===== src/rtl/rr_arbiter8_if.sv =====
// Request/grant bundle between eight requesters and the round-robin arbiter.
// Bit i of req/gnt belongs to requester i (same ordering as selector8 a[0:7]).
interface rr_arbiter8_if;
    logic [0:7] req;
    logic       last;
    logic [2:0] s;
    logic [0:7] gnt;
    logic       valid;

    // requester side
    modport master (output req, output last, input s, input gnt, input valid);
    // arbiter side
    modport slave  (input req, input last, output s, output gnt, output valid);
endinterface


===== src/rtl/rr_arbiter8.sv =====
// Round-robin arbiter for eight requesters sharing one selector8 channel.
// Grants hold until last, a dropped request, or MAXLEN cycles; handover has
// no idle cycle and the finishing requester drops to lowest priority.
module rr_arbiter8 #(
    parameter int MAXLEN = 8
) (
    input  logic         clk,
    input  logic         rst_n,
    rr_arbiter8_if.slave bus
);
    localparam int             CW   = $clog2(MAXLEN + 1);
    localparam logic [CW-1:0]  CMAX = CW'(MAXLEN);

    typedef enum logic {IDLE, BUSY} state_t;

    state_t        state;
    logic [2:0]    p;
    logic [2:0]    s_q;
    logic [CW-1:0] cnt;
    logic [0:7]    gnt_q;
    logic          valid_q;

    logic          grant_end;
    logic [2:0]    p_nxt;
    logic [0:7]    req_m;
    logic [3:0]    win_idle;
    logic [3:0]    win_end;

    // Circular scan from base; returns {found, index}. Walking the offsets
    // downward lets the smallest offset overwrite the result last.
    function automatic logic [3:0] pick(input logic [0:7] r, input logic [2:0] base);
        logic [3:0] res;
        logic [2:0] idx;
        res = '0;
        for (int k = 7; k >= 0; k--) begin
            idx = base + 3'(k);
            if (r[idx]) res = {1'b1, idx};
        end
        return res;
    endfunction

    function automatic logic [0:7] onehot(input logic [2:0] i);
        logic [0:7] v;
        v    = '0;
        v[i] = 1'b1;
        return v;
    endfunction

    // End-of-grant detection and the two winner candidates (fresh / handover).
    always_comb begin
        grant_end = !bus.req[s_q] || bus.last || (cnt == CMAX);
        p_nxt     = s_q + 3'd1;
        req_m     = bus.req;
        if (!bus.req[s_q]) req_m[s_q] = 1'b0;
        win_idle  = pick(bus.req, p);
        win_end   = pick(req_m, p_nxt);
    end

    // Grant FSM; all outputs registered here.
    always_ff @(posedge clk or negedge rst_n) begin
        if (!rst_n) begin
            state   <= IDLE;
            p       <= '0;
            s_q     <= '0;
            cnt     <= '0;
            gnt_q   <= '0;
            valid_q <= 1'b0;
        end else begin
            case (state)
                IDLE: begin
                    if (win_idle[3]) begin
                        s_q     <= win_idle[2:0];
                        gnt_q   <= onehot(win_idle[2:0]);
                        valid_q <= 1'b1;
                        cnt     <= CW'(1);
                        state   <= BUSY;
                    end
                end
                BUSY: begin
                    if (grant_end) begin
                        p <= p_nxt;
                        if (win_end[3]) begin
                            s_q   <= win_end[2:0];
                            gnt_q <= onehot(win_end[2:0]);
                            cnt   <= CW'(1);
                        end else begin
                            valid_q <= 1'b0;
                            gnt_q   <= '0;
                            state   <= IDLE;
                        end
                    end else begin
                        cnt <= cnt + CW'(1);
                    end
                end
                default: state <= IDLE;
            endcase
        end
    end

    assign bus.s     = s_q;
    assign bus.gnt   = gnt_q;
    assign bus.valid = valid_q;
endmodule


===== src/flat_wrapper.sv =====
// flat-port wrapper written by rule: the top's interface ports become plain ports
module rr_arbiter8_flat 
#(
    parameter int MAXLEN = 8
)
  (clk, rst_n, bus_req, bus_last, bus_s, bus_gnt, bus_valid);
  rr_arbiter8_if bus_i ();
  input  logic clk;
  input  logic rst_n;
  input wire logic [$bits(bus_i.req)-1:0] bus_req;
  input wire logic [$bits(bus_i.last)-1:0] bus_last;
  output wire logic [$bits(bus_i.s)-1:0] bus_s;
  output wire logic [$bits(bus_i.gnt)-1:0] bus_gnt;
  output wire logic [$bits(bus_i.valid)-1:0] bus_valid;
  assign bus_i.req = bus_req;
  assign bus_i.last = bus_last;
  assign bus_s = bus_i.s;
  assign bus_gnt = bus_i.gnt;
  assign bus_valid = bus_i.valid;
  rr_arbiter8 #(.MAXLEN(MAXLEN)) u_core (.clk(clk), .rst_n(rst_n), .bus(bus_i));
endmodule

===== config.mk =====
export PLATFORM = sky130hd
export DESIGN_NAME = rr_arbiter8_flat
export DESIGN_NICKNAME = d
export VERILOG_FILES = /design/src/rtl/rr_arbiter8_if.sv /design/src/rtl/rr_arbiter8.sv /design/src/flat_wrapper.sv
export SDC_FILE = /design/constraint.sdc
export NUM_CORES = 1
export LEC_CHECK = 0
export BUFFER_PORTS_ARGS = -buffer_cell sky130_fd_sc_hd__buf_2
export CAP_MARGIN = 5
export CELL_PAD_IN_SITES_DETAIL_PLACEMENT = 0
export CELL_PAD_IN_SITES_GLOBAL_PLACEMENT = 1
export CORE_UTILIZATION = 30
export DETAILED_ROUTE_END_ITERATION = 8
export GPL_ROUTABILITY_DRIVEN = 0
export PLACE_DENSITY_LB_ADDON = 0.1
export SLEW_MARGIN = 25
export SYNTH_ARGS = -nofsm -noshare
export SYNTH_HDL_FRONTEND = slang
export SYNTH_SLANG_ARGS = --single-unit

===== constraint.sdc =====
create_clock -name clk -period 4.6 [get_ports clk]
set_clock_uncertainty 0.1 [all_clocks]
set_input_delay 0.23 -clock clk [delete_from_list [all_inputs] [get_ports clk]]
set_output_delay 0.23 -clock clk [all_outputs]
set_load 0.02 [all_outputs]

# Yosys cells after proc, flatten, opt, wreduce, memory -nomap -nowiden
# Index checks and enable logic that the tools add are counted.
# word_totals
ff_bits	20
in_bits	11
output_inout_bits	12
wordCells	177
# classes
n_addsub	16
order_cmp	22
n_eq_ne	6
muxes	94
n_bitwise	22
n_reduce_logical	11
# op_table
op	count
$ge A4 B4 Y1 const B	19
$mux W4	19
$not A3 Y4	19
$bmux W1 S3	17
$mux W1	43
$mux W8	4
$add A3 B3 Y3 const B	8
$pmux W8 S2	1
$add A3 B2 Y3 const B	4
$lt A4 B1 Y1 const B	3
$add A3 B1 Y3 const B	3
$demux W1 S3	3
$mux W3	3
$and A8 B8 Y8	1
$not A8 Y8	1
$pmux W4 S2	1
$ne A2 B2 Y1 const B	3
$pmux W3 S2	1
$reduce_and A2 Y1	3
$reduce_and A3 Y1	2
$add A4 B1 Y4 const B	1
$eq A4 B4 Y1 const B	1
$pmux W1 S2	2
$logic_and A1 B1 Y1	3
5 further kinds	6

# Longest topological paths before layout
# Gate-level depths: netlist (run 1).
# logic_depth
depth_word	27
ltp_mapped	14
mapped_depth_nobuf	10

# Worst setup path before layout (run 1)
# Ideal clock, no wire load.
# synth_timing
path_type	reg2reg
start	register u_core.s_q[0] (netlist: u_core.bus.s[0])
end	register u_core.gnt_q, in the netlist u_core.bus.gnt[4]
setup_time_ps	104
t_arrival_ps	3961
required_time_ps	4396
slack_ps	435
stages_incl_launch_ff	14
path_buffers	5
period_less_slack_ps	4165
cell_sequence	dfrtp_1 -> buf_6 -> clkbuf_1 -> clkbuf_1 -> inv_1 -> ha_1 -> buf_2 -> buf_2 -> mux4_1 -> mux2_2 -> a211o_1 -> a2111o_1 -> a211o_1 -> o311ai_1
# synth_via
word_cells_on_any_way	74
classes_between	8 x add/sub; 4 x order compare; 1 x eq/ne; 43 x mux; 12 x bitwise; 6 x reduce/logical
# synth_lines
item	line_no	rtl
from (decl)	rr_arbiter8.sv:18	logic [2:0] s_q;
from (signal assigned)	rr_arbiter8.sv:72	s_q <= win_idle[2:0];
from (signal assigned)	rr_arbiter8.sv:83	s_q <= win_end[2:0];
$add A3 B1 Y3 (*)	rr_arbiter8.sv:52	p_nxt = s_q + 3'd1;
named net u_core.p_nxt[0]	rr_arbiter8.sv:24	logic [2:0] p_nxt;
$add A3 B3 Y3	rr_arbiter8.sv:36	idx = base + 3'(k);
$not A3 Y4 (implied by the code)	rr_arbiter8.sv:37	if (r[idx]) res = {1'b1, idx};
$bmux W1 S3	rr_arbiter8.sv:37	
$mux W1 (implied by the code) (2 in series)	rr_arbiter8.sv:37	
$mux W4 (7 in series)	rr_arbiter8.sv:37	
$mux W4 (*)	rr_arbiter8.sv:37	
$not A3 Y4 (implied by the code)	rr_arbiter8.sv:45	v[i] = 1'b1;
$ge A4 B4 Y1 (implied by the code) / $lt A4 B1 Y1 (equally long branches)	rr_arbiter8.sv:45	
$logic_and A1 B1 Y1 (implied by the code)	rr_arbiter8.sv:45	
$mux W1 (implied by the code)	rr_arbiter8.sv:45	
$demux W1 S3	rr_arbiter8.sv:45	
$mux W8 (*)	rr_arbiter8.sv:82	if (win_end[3]) begin
$mux W8 (*)	rr_arbiter8.sv:80	if (grant_end) begin
$pmux W8 S2 (*)	rr_arbiter8.sv:69	case (state)
to (signal assigned)	rr_arbiter8.sv:73	gnt_q <= onehot(win_idle[2:0]);
to (signal assigned)	rr_arbiter8.sv:84	gnt_q <= onehot(win_end[2:0]);
to (decl)	rr_arbiter8.sv:20	logic [0:7] gnt_q;
# Mark *: on every way through the listed nets, which the timed path passes. The rest lies on a longest branch. The select of a mux whose other input is x is not followed.
# A chain may end at the register's enable or synchronous reset.

# Worst setup path in the final report (run 1)
# layout_timing
start	register u_core.s_q[1] (netlist: u_core.bus.s[1])
end	register u_core.gnt_q, in the netlist u_core.bus.gnt[0]
# layout_via
elab_chain_cells	27
word_cells_on_any_way	74
classes_between	8 x add/sub; 4 x order compare; 1 x eq/ne; 43 x mux; 12 x bitwise; 6 x reduce/logical
# layout_lines
item	line_no	rtl
$not A3 Y4 (implied by the code)	rr_arbiter8.sv:51, rr_arbiter8.sv:54	
$ge A4 B4 Y1 (implied by the code) / $lt A4 B1 Y1 (equally long branches)	rr_arbiter8.sv:54	if (!bus.req[s_q]) req_m[s_q] = 1'b0;
$logic_and A1 B1 Y1 (implied by the code)	rr_arbiter8.sv:54	
$mux W1 (implied by the code)	rr_arbiter8.sv:54	
$demux W1 S3	rr_arbiter8.sv:54	
$not A8 Y8 (no line)	--	
$and A8 B8 Y8 (no line)	--	
$mux W8	rr_arbiter8.sv:54	
[... 11 more ...]	--	
$not A3 Y4 (implied by the code)	rr_arbiter8.sv:45	
$ge A4 B4 Y1 (implied by the code) / $lt A4 B1 Y1 (equally long branches)	rr_arbiter8.sv:45	
$logic_and A1 B1 Y1 (implied by the code)	rr_arbiter8.sv:45	
$mux W1 (implied by the code)	rr_arbiter8.sv:45	
$demux W1 S3	rr_arbiter8.sv:45	
$mux W8	rr_arbiter8.sv:82	
$mux W8	rr_arbiter8.sv:80	
$pmux W8 S2	rr_arbiter8.sv:69	
# Several ways; a longest one is shown, not always the timed one. The select of a mux whose other input is x is not followed.

==> qor.yml, run 1 <==
synth.distinct_cells: 57
ys.flop_type: "dfrtp_1"
cp_data_arrival_time_ns: 3.81
tns_ns: 0
synth_async_sr_flop_share: 1.00
coreArea_um2: 9330
synth_edf_count: 0
diodes: 0
cap_violations: 0
path_max_fanout: 14
max_freq_mhz: 266
gr-total-overflow: 0
vias_per_cell: 5.81
syn_area_um2: 2910
ys_seq_elements: 20
h-tree-depth: 1
wl_um: 8560
fin_crit_ns: 3.76
syn_nets: 344
drc: 0
min-delay-path-class: "primary input to flop"
final_common_cell: "nand2_1"
grt_max_degree: 27
routed.top_layer: "met4"
avgSynthCellArea_um2: 8.90
slew_headroom: 0.491
vias: 2674
layout-drive-gt1-share: 0.227
fin_crit_sh: 0.817
most-common-layout-cells: "nand2_1, nor2_1, buf_2"
path_class: "flop to flop"
drt_iter0_drc: 137
synth_top_area_share: 0.172
wl_met3_um: 344
yosysTopAreaCell: "dfrtp_1"
start_util: 0.312
clk_transition_reported_paths_ns: 0.08
dieArea_um2: 10100
cts_tree: "built"
cts_sinks: 20
dpl.hpwl_um: 6220
final_antenna_net_count: 0
synthTopCellsByArea: "dfrtp_1, mux4_2, mux2_2"
ctsResizeCount: 0
cp-start-kind: "flop"
drv_slew: 0
final_core_util: 0.340
met2WireLength_um: 3910
path_delay_family: "compound AO/OA/AOI/OAI gates"
cts_max_path_buffers: 2
setup_viol: 0
nets: 349
yosysSeqAreaShare: 0.172
drt_first_pass_iters: 4
grt_pass1_wl_um: 14400
ys.warnings.count: 0
wl_met1_um: 4270
worst_setup_path_end_kind: "flop"
cts_buffers: 3
netlist_instances: 327
die_w_um: 100
max_stage_delay_ns: 0.65
clock_latency_ns: 0.26
hold_violations: 0
slowest_stage: "ha_1"
drt-wirelength-per-cell_um: 18.6
rows: 35
num_io_pins: 23
cpMostUsedCell: "a211o_1"
status: "finished, final reports clean"
clockRootBuffer: "clkbuf_8"
grt_pass1_vias: 2576
die_y_um: 100
worstMarginPinSlew_ns: 0.756
cp.required_ns: 4.65
track_usage: 0.180
critPathBufInv: 1
syn2layout_area_growth_pct: 8.90
grt_antenna_before_repair: 0
rsz0062_at_grt: "no"
port-buffer-count: 22
cp_cell_sequence: "ha_1 -> buf_4 -> xor3_1 -> mux2_2 -> a211o_1 -> a2111o_1 -> a211o_1 -> o311ai_1"
-- synthesized netlist by cell type (all sizes together), types with 2 or more instances --
| cell | number |
|---|---|
| nor2 | 22 |
| or3 | 2 |
| mux4 | 23 |
| nand2b | 5 |
| mux2 | 19 |
| nor4 | 3 |
| xor2 | 5 |
| a2111o | 2 |
| a22oi | 4 |
| a211o | 3 |
| and2 | 4 |
| buf | 11 |
| o31ai | 3 |
| nor3b | 3 |
| a221oi | 8 |
| or2 | 3 |
| a31oi | 2 |
| xnor2 | 3 |
| o221ai | 8 |
| nand2 | 32 |
| nand4b | 2 |
| inv | 16 |
| nor3 | 7 |
| o21ai | 20 |
| o211ai | 4 |
| o31a | 3 |
| a21oi | 15 |
| a32oi | 2 |
| ha | 6 |
| a211oi | 4 |
| o311ai | 4 |
| dfrtp | 20 |
| nand3 | 8 |
| nand4 | 3 |
| mux2i | 15 |
| clkbuf | 17 |
| o32a | 2 |
-- flip-flops by register name, summed over array words and instances (netlist names) --
signal	count
u_core.bus.s	3
u_core.bus.valid	1
u_core.bus.gnt	8
u_core.p	3
u_core.state	1
u_core.cnt	4
-- routing by layer --
layer / global-route usage / up-vias
li1: - / 1282
met1: 0.271 / 1324
met2: 0.282 / 64
met3: 0.0153 / 4
met4: 0.0312 / 0
met5: 0 / -
-- logic make-up after synthesis --
group | Yosys count | share of synthesized area
flops | 20 | 0.172
fa+ha+maj | 7 | 0.0292
mux | 57 | 0.307
compound gates | 94 | 0.233
xor+xnor | 10 | 0.0400
buf+inv | 44 | 0.0628
simple gates | 95 | 0.156
-- worst paths after layout --
check,from,endpoint,slack (ns),cells past startpoint
min in group asynchronous,rst_n,u_core.p[2],0.35,2
min reg2reg,u_core.bus.gnt[3],u_core.bus.gnt[3],0.40,2
max reg2reg,u_core.bus.s[1],u_core.bus.gnt[0],0.84,8
max,u_core.bus.s[1],u_core.bus.gnt[0],0.84,8
min,bus_last,u_core.cnt[2],0.23,4
max in group asynchronous,rst_n,u_core.bus.s[0],3.73,2
-- layout make-up --
type	count	area (um2)
Timing Repair Buffer	28	158
Sequential cell	20	500
Clock buffer	4	55.1
Inverter	16	60.1
Fill cell	995	6160
Tap cell	129	161
Multi-Input combinational cell	263	2230
-- timing repair --
| item | 4_1_cts | 5_1_grt |
|---|---|---|
| endpoints found under the hold margin | 20 | 0 |
| setup buffers | 0 | 0 |
| hold buffers | 1 | 0 |
-- per-stage QoR --
stage | hold WS (ns) | setup slack (ns) | instances | instance area (um2)
floorplan | -0.166 | 0.435 | 327 | 2910
global placement | 0.120 | 0.636 | 455 | 3100
detailed placement | 0.117 | 0.847 | 455 | 3100
CTS | 0.237 | 0.799 | 460 | 3170
global route | 0.245 | 0.614 | 460 | 3170
finish | 0.228 | 0.843 | 460 | 3170
-- worst reg2reg max path, stage by stage, from the launching register on --
cell	delay, ns
dfrtp_1	0.47
ha_1	0.65
buf_4	0.29
xor3_1	0.42
mux2_2	0.34
a211o_1	0.27
a2111o_1	0.43
a211o_1	0.37
o311ai_1	0.31
Power of run 1 is not shown: default switching activity piles up to over one toggle a cycle in this logic, so the estimate is an artifact.
==> run 2: changes to the inputs <==
Clock period 4.6 ns to 3.4 ns, I/O delays scaled along.
==> run 2 against run 1 <==
  * Non-clock buffer count grew 14
  * Count of clock-buffer cells in the layout down 1
  * Critical path depth did not move
  * Flip-flop and latch count unchanged
  * Maximum frequency up 19%
  * Global-route usage increased by 0.90 points
  * Register-to-register slack got worse by 0.61 ns
  * Via count grew 4.4%
  * Critical path type unchanged
==> qor.yml, run 2 (synthesized netlist as in run 1, its figures left out) <==
cts_sinks: 20  # unchanged
grt_max_degree: 21  # -22%
final_antenna_net_count: 0  # unchanged
place_inst: 469  # +3.1%
drv_slew: 0  # unchanged
worst_setup_path_end_kind: "flop"
syn2layout_area_growth_pct: 13.8
setup_viol: 0  # unchanged
path_delay_family: "compound AO/OA/AOI/OAI gates"
max_stage_delay_ns: 0.46  # -0.19 ns
min-delay-path-class: "primary input to flop"
start_util: 0.312  # unchanged
cpMostUsedCell: "a211o_1"
drt_first_pass_iters: 4  # unchanged
dpl.hpwl_um: 6730  # +8.2%
diodes: 0  # unchanged
largest_register_ffs: 8  # unchanged
drc: 0  # unchanged
post_cts_buffers: 0  # unchanged
status: "finished, final reports clean"
path_max_fanout: 16  # +2
slew_headroom: 0.530  # +0.0390
wl_um: 9160  # +7.0%
clock_latency_ns: 0.26  # about the same
clk_transition_reported_paths_ns: 0.08  # about the same
cts_buffers: 3  # unchanged
cts_max_path_buffers: 2  # unchanged
layout-drive-gt1-share: 0.287  # +0.0604
coreArea_um2: 9330  # unchanged
cap_violations: 0  # unchanged
cts_tree: "built"
cp_data_arrival_time_ns: 3.23  # -0.58 ns
drt_iter0_drc: 193  # +41%
num_io_pins: 23  # unchanged
max_freq_mhz: 316  # +19%
grt_pass1_wl_um: 14800  # +3.1%
path_class: "flop to flop"
die_y_um: 100  # unchanged
cp-start-kind: "flop"
rsz0062_at_grt: "no"
final_cells: 474  # +3.0%
fin_crit_sh: 0.931  # +0.115
die_w_um: 100  # unchanged
drt-wirelength-per-cell_um: 19.3  # +3.9%
track_usage: 0.189  # +0.00899
final_common_cell: "nand2_1"
critPathBufInv: 1  # unchanged
grt_antenna_before_repair: 0  # unchanged
gr-total-overflow: 0  # unchanged
rows: 35  # unchanged
h-tree-depth: 1  # unchanged
hold_violations: 0  # unchanged
vias: 2792  # +4.4%
vias_per_cell: 5.89  # +1.3%
clockRootBuffer: "clkbuf_8"
most-common-layout-cells: "nand2_1, mux4_2, nor2_1, buf_2"
worstMarginPinSlew_ns: 0.698  # -0.0580 ns
port-buffer-count: 22  # unchanged
fin_crit_ns: 3.17  # -0.590 ns
grt_pass1_vias: 2682  # +4.1%
cp_cell_sequence: "inv_4 -> ha_4 -> mux4_2 -> o32a_1 -> a211o_1 -> a2111o_1 -> a211o_1 -> o311ai_1"
slowest_stage: "mux4_2"
dieArea_um2: 10100  # unchanged
nets: 363  # +4.0%
cp.required_ns: 3.46  # -1.19 ns
-- run 2: path summary, 6_finish.rpt --
kind,start,endpoint,slack [ns],depth (start not counted)
max,u_core.bus.s[0],u_core.bus.gnt[0],0.23,8
min,bus_last,u_core.cnt[2],0.17,4
max reg2reg,u_core.bus.s[0],u_core.bus.gnt[0],0.23,8
min reg2reg,u_core.bus.gnt[7],u_core.bus.gnt[7],0.39,2
max in group asynchronous,rst_n,u_core.bus.s[0],2.53,2
min in group asynchronous,rst_n,u_core.cnt[1],0.31,2
-- run 2: layer usage --
metal,part of all wire,GRT usage
met1,0.48,0.277
met2,0.45,0.303
met3,0.059,0.0277
met4,0.0061,0.0190
met5,0,0
-- run 2: final cells by class --
cell class	count	area, um2
Inverter	16	62.6
Multi-Input combinational cell	263	2250
Clock inverter	1	30.0
Fill cell	970	6020
Sequential cell	20	502
Clock buffer	3	41.3
Timing Repair Buffer	42	263
Tap cell	129	161
-- run 2: worst min-delay path, stage by stage --
cell	delay, ns
buf_2	0.09
nor4_1	0.09
nand2_1	0.07
o21ai_0	0.06
-- run 2: what timing repair did --
| item | in CTS | in global routing |
|---|---|---|
| gates resized for setup | 0 | 5 |
| endpoints found under the hold margin | 20 | 0 |
| hold buffers | 1 | 0 |
| endpoints found under the setup margin | 0 | 5 |
-- run 2: stage by stage --
step                setup slack [ns]  hold WS [ns]  instance area (um2)  setup TNS [ns]   util
finish                         0.233         0.169                 3310               0  0.355
global route                  0.0500         0.202                 3310               0  0.355
CTS                            0.115         0.150                 3300               0  0.353
detailed placement             0.141        0.0688                 3210               0  0.345
global placement               0.113        0.0735                 3210               0  0.345
floorplan                    -0.0208        -0.226                 2960         -0.0789      -
Power of run 2 is left out for the same reason.
==> run 3: changes to the inputs <==
Settings changed: GPL_TIMING_DRIVEN from default to 0, MAX_ROUTING_LAYER from default to met4.
==> run 3 against run 2 <==
  * Via count up 5.3%
  * Global-route usage up 0.47 points
  * Count of clock-buffer cells in the layout up 1
  * Highest routed layer unchanged
==> qor.yml, run 3 (synthesized netlist as in run 1, its figures left out) <==
dieArea_um2: 10100  # unchanged
clockRootBuffer: "clkbuf_8"
crit_start: "u_core.bus.s[0]"
fin_crit_ns: 3.33  # +0.167 ns
drt_first_pass_iters: 5  # +1
final_cells: 521  # +9.9%
h-tree-depth: 1  # unchanged
cp.required_ns: 3.46  # about the same
slew_headroom: 0.586  # +0.0558
rows: 35  # unchanged
worstMarginPinSlew_ns: 0.615  # -0.0829 ns
path_max_fanout: 10  # -6
drt-wirelength-per-cell_um: 18.2  # -5.8%
drt_iter0_drc: 144  # -25%
min_from: "bus_last"
cts_sinks: 20  # unchanged
cap_violations: 0  # unchanged
rsz0062_at_grt: "yes"
syn2layout_area_growth_pct: 31.8
final_common_cell: "buf_4"
dpl.hpwl_um: 6750  # +0.18%
rr_startpoint: "u_core.bus.s[0]"
diodes: 0  # unchanged
fin_crit_sh: 0.981  # +0.0493
grt_max_degree: 21  # unchanged
nets: 410  # +13%
worst_setup_path_end_kind: "flop"
num_io_pins: 23  # unchanged
fill_cells: 951  # -2.0%
hold_violations: 0  # unchanged
cp_data_arrival_time_ns: 3.40  # +0.17 ns
port-buffer-count: 22  # unchanged
die_w_um: 100  # unchanged
most-common-layout-cells: "buf_4, nand2_1, mux4_2, buf_2, nor2_1"
min-delay-path-class: "primary input to flop"
cts_max_path_buffers: 2  # unchanged
place_inst: 478  # +1.9%
status: "finished, final reports clean"
grt_pass1_wl_um: 14800  # -0.14%
clk_transition_reported_paths_ns: 0.08  # about the same
drc: 0  # unchanged
drv_slew: 0  # unchanged
vias_per_cell: 5.64  # -4.2%
setup_viol: 0  # unchanged
path_class: "flop to flop"
grt_pass1_vias: 2688  # +0.22%
final_antenna_net_count: 0  # unchanged
cts_buffers: 3  # unchanged
start_util: 0.312  # unchanged
track_usage: 0.193  # +0.00470
max_freq_mhz: 300  # -5.0%
finalWorstSetupSlack_ns: 0.0655  # -0.167 ns
gr-total-overflow: 0  # unchanged
coreArea_um2: 9330  # unchanged
wl_um: 9490  # +3.6%
grt_antenna_before_repair: 0  # unchanged
cp-start-kind: "flop"
vias: 2941  # +5.3%
largest_register_ffs: 8  # unchanged
die_y_um: 100  # unchanged
dp_slack_ns: -0.730  # -0.871 ns
layout-drive-gt1-share: 0.416  # +0.129
clock_latency_ns: 0.26  # about the same
cts_tree: "built"
## run 3: changes by cell type in the layout (fill, tap and decap cells not counted), sizes merged
cell | previous run | this run
bufinv | 1 | 0
clkinvlp | 0 | 2
buf | 41 | 73
inv | 16 | 14
clkbuf | 3 | 19
## run 3: through the flow
step                      TNS, ns  area, um2  utilization  hold WS [ns]
after floorplan           -0.0789       2960            -        -0.226
after global placement      -8.81       3230        0.346        0.0543
after detailed placement    -7.65       3230        0.346        0.0541
after CTS                 -0.0155       3570        0.383         0.169
after global routing      -0.0698       3830        0.411         0.200
final                           0       3830        0.411         0.167
## run 3: cell type report
class / count / area (um2) / area share
clock buffer: 4 / 55.1 / 0.0144
sequential: 20 / 503 / 0.131
timing repair buffer: 65 / 439 / 0.115
inverter: 16 / 75.1 / 0.0196
tap: 129 / 161 / 0.0421
multi-input combinational: 263 / 2430 / 0.634
buffer: 24 / 169 / 0.0441
## run 3: what timing repair did
action,4_1_cts,5_1_grt
setup endpoints to repair,15,12
resized for setup,42,33
hold endpoints to repair,20,0
hold buffers,1,0
setup buffers,19,23
pin swaps,7,17
## run 3: critical path, stage by stage, from the launching register on
cell and delay [ns]:
dfrtp_2 0.44, buf_4 0.15, ha_1 0.22, clkbuf_4 0.21, xor3_2 0.47, mux2_4 0.34, a211o_1 0.27, a2111o_1 0.44
a211o_1 0.36, o311ai_2 0.24
## run 3: per-layer routing
metal / wire (um) / GRT usage / vias up
met1: 4820 / 0.290 / 1458
met2: 4300 / 0.288 / 74
met4: 40 / 0.0334 / 0
met5: 0 / - / -
met3: 336 / 0.0139 / 5
li1: - / - / 1404
## run 3: final timing paths
path	slack, ns	depth (start not counted)	to
worst max-delay path	0.07	9	u_core.bus.gnt[0]
worst min-delay path	0.17	4	u_core.cnt[2]
worst max register to register	0.07	9	u_core.bus.gnt[0]
worst min register to register	0.40	2	u_core.bus.gnt[6]
max in group asynchronous	2.57	2	u_core.bus.s[1]
min in group asynchronous	0.29	2	u_core.state
Power of run 3 is left out for the same reason.
